## src/rtl/axis_uart_rx_if.sv

```systemverilog
// rtl/axis_uart_rx_if.sv - AXI-Stream style interface carrying tdata/tvalid/tready
interface axis_if #(
    parameter int DATA_WIDTH = 8
);
    logic [DATA_WIDTH-1:0] tdata;
    logic                  tvalid;
    logic                  tready;

    modport m_axis (
        output tdata,
        output tvalid,
        input  tready
    );

    modport s_axis (
        input  tdata,
        input  tvalid,
        output tready
    );
endinterface

```

## src/rtl/axis_uart_rx.sv

```systemverilog
// rtl/axis_uart_rx.sv - UART receiver packing frames into AXI-Stream words, optional UART_RX_PARITY_CHECK_EN
module axis_uart_rx #(
    parameter int AXI_DATA_WIDTH = 8,
    parameter int CLOCK          = 100_000_000,
    parameter int BAUD_RATE      = 115_200,
    parameter int DATA_BITS      = 8,
    parameter int STOP_BITS      = 1,
    parameter int PARITY_BITS    = 0
) (
    input  logic   aclk,
    input  logic   aresetn,
    input  logic   uart_rx,
    output logic   rx_done,
    output logic   frame_err,
    output logic   overrun,
    output logic   parity_err,
    axis_if.m_axis m_axis
);

    localparam int COUNT_SPEED = CLOCK / BAUD_RATE;
    localparam int DATA_BYTE   = AXI_DATA_WIDTH / DATA_BITS;
    localparam int CB_W        = $clog2(COUNT_SPEED);
    localparam int BIT_W       = $clog2(DATA_BITS) + 1;
    localparam int BYTE_W      = (DATA_BYTE > 1) ? $clog2(DATA_BYTE) : 1;
    localparam int STOP_W      = $clog2(STOP_BITS) + 1;

    localparam logic [CB_W-1:0]   LP_HALF      = CB_W'(COUNT_SPEED / 2 - 1);
    localparam logic [CB_W-1:0]   LP_FULL      = CB_W'(COUNT_SPEED - 1);
    localparam logic [BIT_W-1:0]  LP_LAST_BIT  = BIT_W'(DATA_BITS - 1);
    localparam logic [BYTE_W-1:0] LP_LAST_BYTE = BYTE_W'(DATA_BYTE - 1);
    localparam logic [STOP_W-1:0] LP_LAST_STOP = STOP_W'(STOP_BITS - 1);

    typedef enum logic [2:0] {
        S_IDLE,
        S_START,
        S_DATA,
        S_PARITY,
        S_STOP
    } state_t;

    state_t                    r_state;
    logic                      r_rx_meta;
    logic                      r_rx_s;
    logic                      r_rx_prev;
    logic [CB_W-1:0]           r_count_baud;
    logic [BIT_W-1:0]          r_count_bit;
    logic [BYTE_W-1:0]         r_count_byte;
    logic [STOP_W-1:0]         r_count_stop;
    logic [DATA_BITS-1:0]      r_shift;
    logic [AXI_DATA_WIDTH-1:0] r_asm;
    logic                      r_word_done;
    logic [AXI_DATA_WIDTH-1:0] r_tdata;
    logic                      r_tvalid;
    logic                      r_rx_done;
    logic                      r_frame_err;
    logic                      r_overrun;

    logic w_baud_hit;
    logic w_tready;

    assign w_baud_hit = (r_count_baud == LP_FULL);
    assign w_tready   = m_axis.tready;

`ifdef UART_RX_PARITY_CHECK_EN
    logic r_parity_err;
    logic r_par_bad;
    logic w_par_exp;

    assign w_par_exp  = (PARITY_BITS != 0) ? (^r_shift) : ~(^r_shift);
    assign parity_err = r_parity_err;
`else
    assign parity_err = 1'b0;
`endif

    always_ff @(posedge aclk or negedge aresetn) begin
        if (!aresetn) begin
            r_state      <= S_IDLE;
            r_rx_meta    <= 1'b1;
            r_rx_s       <= 1'b1;
            r_rx_prev    <= 1'b1;
            r_count_baud <= '0;
            r_count_bit  <= '0;
            r_count_byte <= '0;
            r_count_stop <= '0;
            r_shift      <= '0;
            r_asm        <= '0;
            r_word_done  <= 1'b0;
            r_tdata      <= '0;
            r_tvalid     <= 1'b0;
            r_rx_done    <= 1'b0;
            r_frame_err  <= 1'b0;
            r_overrun    <= 1'b0;
`ifdef UART_RX_PARITY_CHECK_EN
            r_parity_err <= 1'b0;
            r_par_bad    <= 1'b0;
`endif
        end else begin
            r_rx_meta   <= uart_rx;
            r_rx_s      <= r_rx_meta;
            r_rx_prev   <= r_rx_s;
            r_word_done <= 1'b0;
            r_rx_done   <= 1'b0;
            r_frame_err <= 1'b0;
            r_overrun   <= 1'b0;
`ifdef UART_RX_PARITY_CHECK_EN
            r_parity_err <= 1'b0;
`endif

            if (r_tvalid && w_tready) begin
                r_tvalid <= 1'b0;
            end

            // A completed word is delivered one cycle after its final stop sample.
            if (r_word_done) begin
`ifdef UART_RX_PARITY_CHECK_EN
                if (r_par_bad) begin
                    r_parity_err <= 1'b1;
                    r_par_bad    <= 1'b0;
                end else
`endif
                if (!r_tvalid || w_tready) begin
                    r_tdata   <= r_asm;
                    r_tvalid  <= 1'b1;
                    r_rx_done <= 1'b1;
                end else begin
                    r_overrun <= 1'b1;
                end
            end

            case (r_state)
                S_IDLE: begin
                    if (r_rx_prev && !r_rx_s) begin
                        r_state      <= S_START;
                        r_count_baud <= '0;
                    end
                end

                S_START: begin
                    if (r_count_baud == LP_HALF) begin
                        r_count_baud <= '0;
                        r_count_bit  <= '0;
                        r_state      <= r_rx_s ? S_IDLE : S_DATA;
                    end else begin
                        r_count_baud <= r_count_baud + 1'b1;
                    end
                end

                S_DATA: begin
                    if (w_baud_hit) begin
                        r_count_baud <= '0;
                        r_shift      <= {r_rx_s, r_shift[DATA_BITS-1:1]};
                        if (r_count_bit == LP_LAST_BIT) begin
                            r_count_bit <= '0;
                            r_state     <= S_PARITY;
                        end else begin
                            r_count_bit <= r_count_bit + 1'b1;
                        end
                    end else begin
                        r_count_baud <= r_count_baud + 1'b1;
                    end
                end

                S_PARITY: begin
                    if (w_baud_hit) begin
                        r_count_baud <= '0;
                        r_count_stop <= '0;
                        r_state      <= S_STOP;
`ifdef UART_RX_PARITY_CHECK_EN
                        if (r_rx_s != w_par_exp) begin
                            r_par_bad <= 1'b1;
                        end
`endif
                    end else begin
                        r_count_baud <= r_count_baud + 1'b1;
                    end
                end

                S_STOP: begin
                    if (w_baud_hit) begin
                        r_count_baud <= '0;
                        if (!r_rx_s) begin
                            // Framing error throws away the whole partial word.
                            r_frame_err  <= 1'b1;
                            r_count_byte <= '0;
                            r_count_stop <= '0;
                            r_state      <= S_IDLE;
`ifdef UART_RX_PARITY_CHECK_EN
                            r_par_bad    <= 1'b0;
`endif
                        end else if (r_count_stop == LP_LAST_STOP) begin
                            r_count_stop <= '0;
                            r_state      <= S_IDLE;
                            for (int i = 0; i < DATA_BYTE; i++) begin
                                if (r_count_byte == BYTE_W'(i)) begin
                                    r_asm[AXI_DATA_WIDTH-1-i*DATA_BITS -: DATA_BITS] <= r_shift;
                                end
                            end
                            if (r_count_byte == LP_LAST_BYTE) begin
                                r_count_byte <= '0;
                                r_word_done  <= 1'b1;
                            end else begin
                                r_count_byte <= r_count_byte + 1'b1;
                            end
                        end else begin
                            r_count_stop <= r_count_stop + 1'b1;
                        end
                    end else begin
                        r_count_baud <= r_count_baud + 1'b1;
                    end
                end

                default: begin
                    r_state <= S_IDLE;
                end
            endcase
        end
    end

    assign m_axis.tdata  = r_tdata;
    assign m_axis.tvalid = r_tvalid;
    assign rx_done       = r_rx_done;
    assign frame_err     = r_frame_err;
    assign overrun       = r_overrun;

endmodule

```

## src/flat_wrapper.sv

```systemverilog
// flat-port wrapper written by rule: the top's interface ports become plain ports
module axis_uart_rx_flat 
#(
    parameter int AXI_DATA_WIDTH = 8,
    parameter int CLOCK          = 100_000_000,
    parameter int BAUD_RATE      = 115_200,
    parameter int DATA_BITS      = 8,
    parameter int STOP_BITS      = 1,
    parameter int PARITY_BITS    = 0
)
  (aclk, aresetn, uart_rx, rx_done, frame_err, overrun, parity_err, m_axis_tdata, m_axis_tvalid, m_axis_tready);
  axis_if #(.DATA_WIDTH(8)) m_axis_i ();
  input  logic aclk;
  input  logic aresetn;
  input  logic uart_rx;
  output logic rx_done;
  output logic frame_err;
  output logic overrun;
  output logic parity_err;
  output wire logic [$bits(m_axis_i.tdata)-1:0] m_axis_tdata;
  output wire logic [$bits(m_axis_i.tvalid)-1:0] m_axis_tvalid;
  input wire logic [$bits(m_axis_i.tready)-1:0] m_axis_tready;
  assign m_axis_tdata = m_axis_i.tdata;
  assign m_axis_tvalid = m_axis_i.tvalid;
  assign m_axis_i.tready = m_axis_tready;
  axis_uart_rx #(.AXI_DATA_WIDTH(AXI_DATA_WIDTH), .CLOCK(CLOCK), .BAUD_RATE(BAUD_RATE), .DATA_BITS(DATA_BITS), .STOP_BITS(STOP_BITS), .PARITY_BITS(PARITY_BITS)) u_core (.aclk(aclk), .aresetn(aresetn), .uart_rx(uart_rx), .rx_done(rx_done), .frame_err(frame_err), .overrun(overrun), .parity_err(parity_err), .m_axis(m_axis_i));
endmodule
```

## config.mk

```make
export PLATFORM = sky130hd
export DESIGN_NAME = axis_uart_rx_flat
export DESIGN_NICKNAME = d
export VERILOG_FILES = /design/src/rtl/axis_uart_rx_if.sv /design/src/rtl/axis_uart_rx.sv /design/src/flat_wrapper.sv
export SDC_FILE = /design/constraint.sdc
export NUM_CORES = 1
export LEC_CHECK = 0
export BUFFER_PORTS_ARGS = -buffer_cell sky130_fd_sc_hd__buf_2
export CAP_MARGIN = 20
export CORE_UTILIZATION = 45
export CTS_CLUSTER_DIAMETER = 200
export DETAILED_ROUTE_END_ITERATION = 6
export GPL_ROUTABILITY_DRIVEN = 0
export SKIP_CTS_REPAIR_TIMING = 1
export SLEW_MARGIN = 20
export SYNTH_ARGS = -nofsm -noshare
export SYNTH_HDL_FRONTEND = slang
export SYNTH_SLANG_ARGS = --single-unit
```

## constraint.sdc

```tcl
create_clock -name aclk -period 2.7 [get_ports aclk]
set_clock_uncertainty 0.2 [all_clocks]
set_input_delay 0.27 -clock aclk [delete_from_list [all_inputs] [get_ports aclk]]
set_output_delay 0.27 -clock aclk [all_outputs]
set_load 0.01 [all_outputs]
```

==> summary.txt <==
Final layout
  – Commonest cells after routing, fill and taps aside: dfrtp_1, mux2_2, buf_2
  – Fillers: between 400 and 500
  – Multi-input gate area: 879.6 sq um
  – P&R area growth vs syn: 11.15%
  – Register area: around 0.0012 sq mm
  – N_diodes: 0
  – Layout cell share with drive strength beyond 1: 0.2767
  – Final nets: 212
  – Layout Cells excl Fill: about 270
  – Most common cell after layout, fill and taps aside: dfrtp_1

Timing
  – Final period util: 0.8623
  – Setup TNS: 0 ns
  – Final hold vios: 0
  – Worst Tran Pin Value: 0.5905 ns
  – Final setup fails: 0
  – FMAX: 429.5 MHz
  – Pins over their slew limit: 0
  – RSZ-0062 raised after global routing: no
  – Min Tclk post-route: 2.328 ns
  – Max_slew headroom: 0.6055

CTS
  – TritonCTS sink count: between 40 and 50
  – Root Driver: clkbuf_8
  – CTS max path bufs: 2
  – H-tree depth: 2
  – Clk slew on worst S/H paths: 0.10 ns
  – Number of buffers created by CTS: 5
  – CTS tree: yes
  – Worst-skew pair later-pin latency: 0.30 ns

Detailed routing
  – DR WL/cell: 14.05 microns
  – Drt first-iter violations: 54
  – ANT nets after route: 0
  – Total Wirelength: 3835 microns
  – Vias/cell: between 5 and 6
  – DR vias: 1427
  – DRT Pass-1 Iters: 4
  – Drt drc: 0

Setup path
  – R2R depth: 7
  – Crit path max fanout: 6
  – Worst EP required: 2.70 ns
  – Crit Path Class: reg -> reg
  – Largest stage delay, worst path: 0.52 ns
  – Crit path from: u_core.r_count_baud[1]
  – R2r setup slk: 0.37 ns
  – WP buf/inv: 1
  – Worst path slowest cell: or4_1
  – WP data arrival: 2.33 ns
  – Worst-path cell chain: inv_1 > ha_1 > nand2_1 > or4_1 > a211oi_2 > o21ai_0 > a21o_1
  – Critical path's top delay family: compound AO/OA/AOI/OAI gates
  – FF-to-FF End: u_core.r_count_bit[2]
  – CP startpoint kind: register
  – Worst r2r src: u_core.r_count_baud[1]
  – Worst path depth: 7
  – CP endpoint kind: register
  – Critical Path End: u_core.r_count_bit[2]

Die
  – Die ar.: 0.005172 sq mm
  – Num ports: 17
  – FP Rows: 25
  – Initial Util: 0.4657
  – Die Width: ~70 microns
  – Die span in y: between 70 and 80 microns
  – Core outline area: 0.004723 sq mm

Logic synthesis
  – Syn avg cell area: 11.70 sq um
  – Syn_nets: 195
  – Mapped Area: about 0.0022 sq mm
  – Seq/Total Area, Yosys: 0.5592
  – Cell taking the most area after synthesis: dfrtp_1
  – Synth Warn #: 0
  – Synth area leaders: dfrtp_1, mux2_2, dfstp_2
  – Synth top area share: 0.5233
  – Syn Inst Count: 188
  – Yosys reg bits: just under 50
  – Most used DFF post-synth: dfrtp_1
  – Synth unique cells: 44
  – Post-synth EDFFs: 0
  – Async set-reset flop share out of synthesis: 1.000

Power and ir drop
  – Pwr Total: between 0.0015 and 0.002 W
  – Maximum vdd drop: 0.3482 mV
  – Leak: 1.209 nW
  – Power density over cell area: 692.5 mW/mm^2

Place
  – Number of port buffers: 15
  – Cells after DPL: 263
  – HPWL Detailed: approximately 2700 microns

Flow run
  – Max-cap violations: 0

GRT
  – Total GRT Usage: 0.1708
  – Pin count of the biggest net entering global routing: 50
  – Number of global-route vias before repair: about 1400
  – First-pass GRT wire length: 6775 microns
  – Gr ovfl total: 0
  – Initial antenna violation count: 0

Min path
  – Min-Delay Path Class: in -> reg
  – Min-delay src: m_axis_tready

Run status
  – Outcome: finished, final reports clean
==> report_power, final <==
group | leakage [nW] | internal, W | switching, W
clock | 0.0518 | 0.000213 | 0.000249
combinational | 0.487 | 0.000140 | 0.000255
sequential | 0.670 | 0.000774 | 0.0000619
==> sequential cells by signal (all words and copies together), names as in the netlist, 3 cells and up <==
register / count
u_core.r_shift: 8
u_core.r_asm: 8
u_core.r_count_bit: 4
u_core.m_axis.tdata: 8
u_core.r_count_baud: 10
u_core.r_state: 3
==> Yosys cell counts (2+ instances only) <==
| master | n |
|---|---|
| and4_1 | 2 |
| a21o_1 | 4 |
| inv_1 | 13 |
| mux2_2 | 25 |
| nand3_1 | 11 |
| or4_1 | 3 |
| clkbuf_1 | 2 |
| o21ai_0 | 6 |
| nor2_1 | 7 |
| ha_1 | 3 |
| and3_1 | 3 |
| dfstp_2 | 3 |
| nand2_1 | 12 |
| nand4_1 | 7 |
| dfrtp_1 | 46 |
| and2_1 | 2 |
| o211ai_1 | 2 |
| o22ai_1 | 2 |
| buf_4 | 2 |
| mux2i_1 | 2 |
| buf_2 | 3 |
| a31oi_1 | 6 |
==> logic make-up after synthesis <==
group	synth area share
fa+ha+maj	0.01707
flops	0.5592
buf+inv	0.04095
xor+xnor	0.007965
compound gates	0.08817
mux	0.1371
other cells	0.001705
simple gates	0.1479
==> stage by stage <==
step	setup slack, ns	cell area [sq um]	util	hold WS, ns
2_1_floorplan	0.5761	2200	-	-0.2256
3_5_place_dp	0.4045	2325	0.4922	0.1498
4_1_cts	0.3811	2425	0.5134	-0.1424
5_1_grt	0.1701	2445	0.5176	0.07956
6_report	0.3719	2445	0.5176	0.05708
3_3_place_gp	0.4651	2325	0.4922	0.1475
==> cell type report <==
| class | instances | share of cell area |
|---|---|---|
| sequential | 49 | 0.5031 |
| multi-input combinational | 118 | 0.3598 |
| timing repair buffer | 18 | 0.04197 |
| tap | 67 | 0.03429 |
| clock buffer | 6 | 0.03378 |
| inverter | 13 | 0.01996 |
| clock inverter | 2 | 0.007165 |
==> how the worst min path moves through the flow <==
| stage | cells after the start | to |
|---|---|---|
| after floorplan | 0 | u_core.frame_err |
| after global placement | 0 | u_core.r_rx_s |
| after detailed placement | 0 | u_core.r_rx_s |
| after CTS | 2 | u_core.m_axis.tdata[0] |
| after global routing | 3 | u_core.overrun |
| final | 3 | u_core.overrun |
==> worst reg2reg max path, delay by kind of cell (launching register included) <==
family	cells	cell delay (ns)
flops	1	0.41
compound gates	3	0.83
buf+inv	1	0.08
simple gates	2	0.57
fa+ha+maj	1	0.14
==> per-layer routing <==
layer | track usage | wire, microns | vias up
met5 | 0 | 0 | -
met4 | 0.08497 | 38 | 0
met3 | 0.03333 | 128 | 2
met2 | 0.2589 | 1799 | 30
met1 | 0.2368 | 1867 | 688
li1 | - | - | 707
No activity file was read; power rests on OpenSTA's default activity.
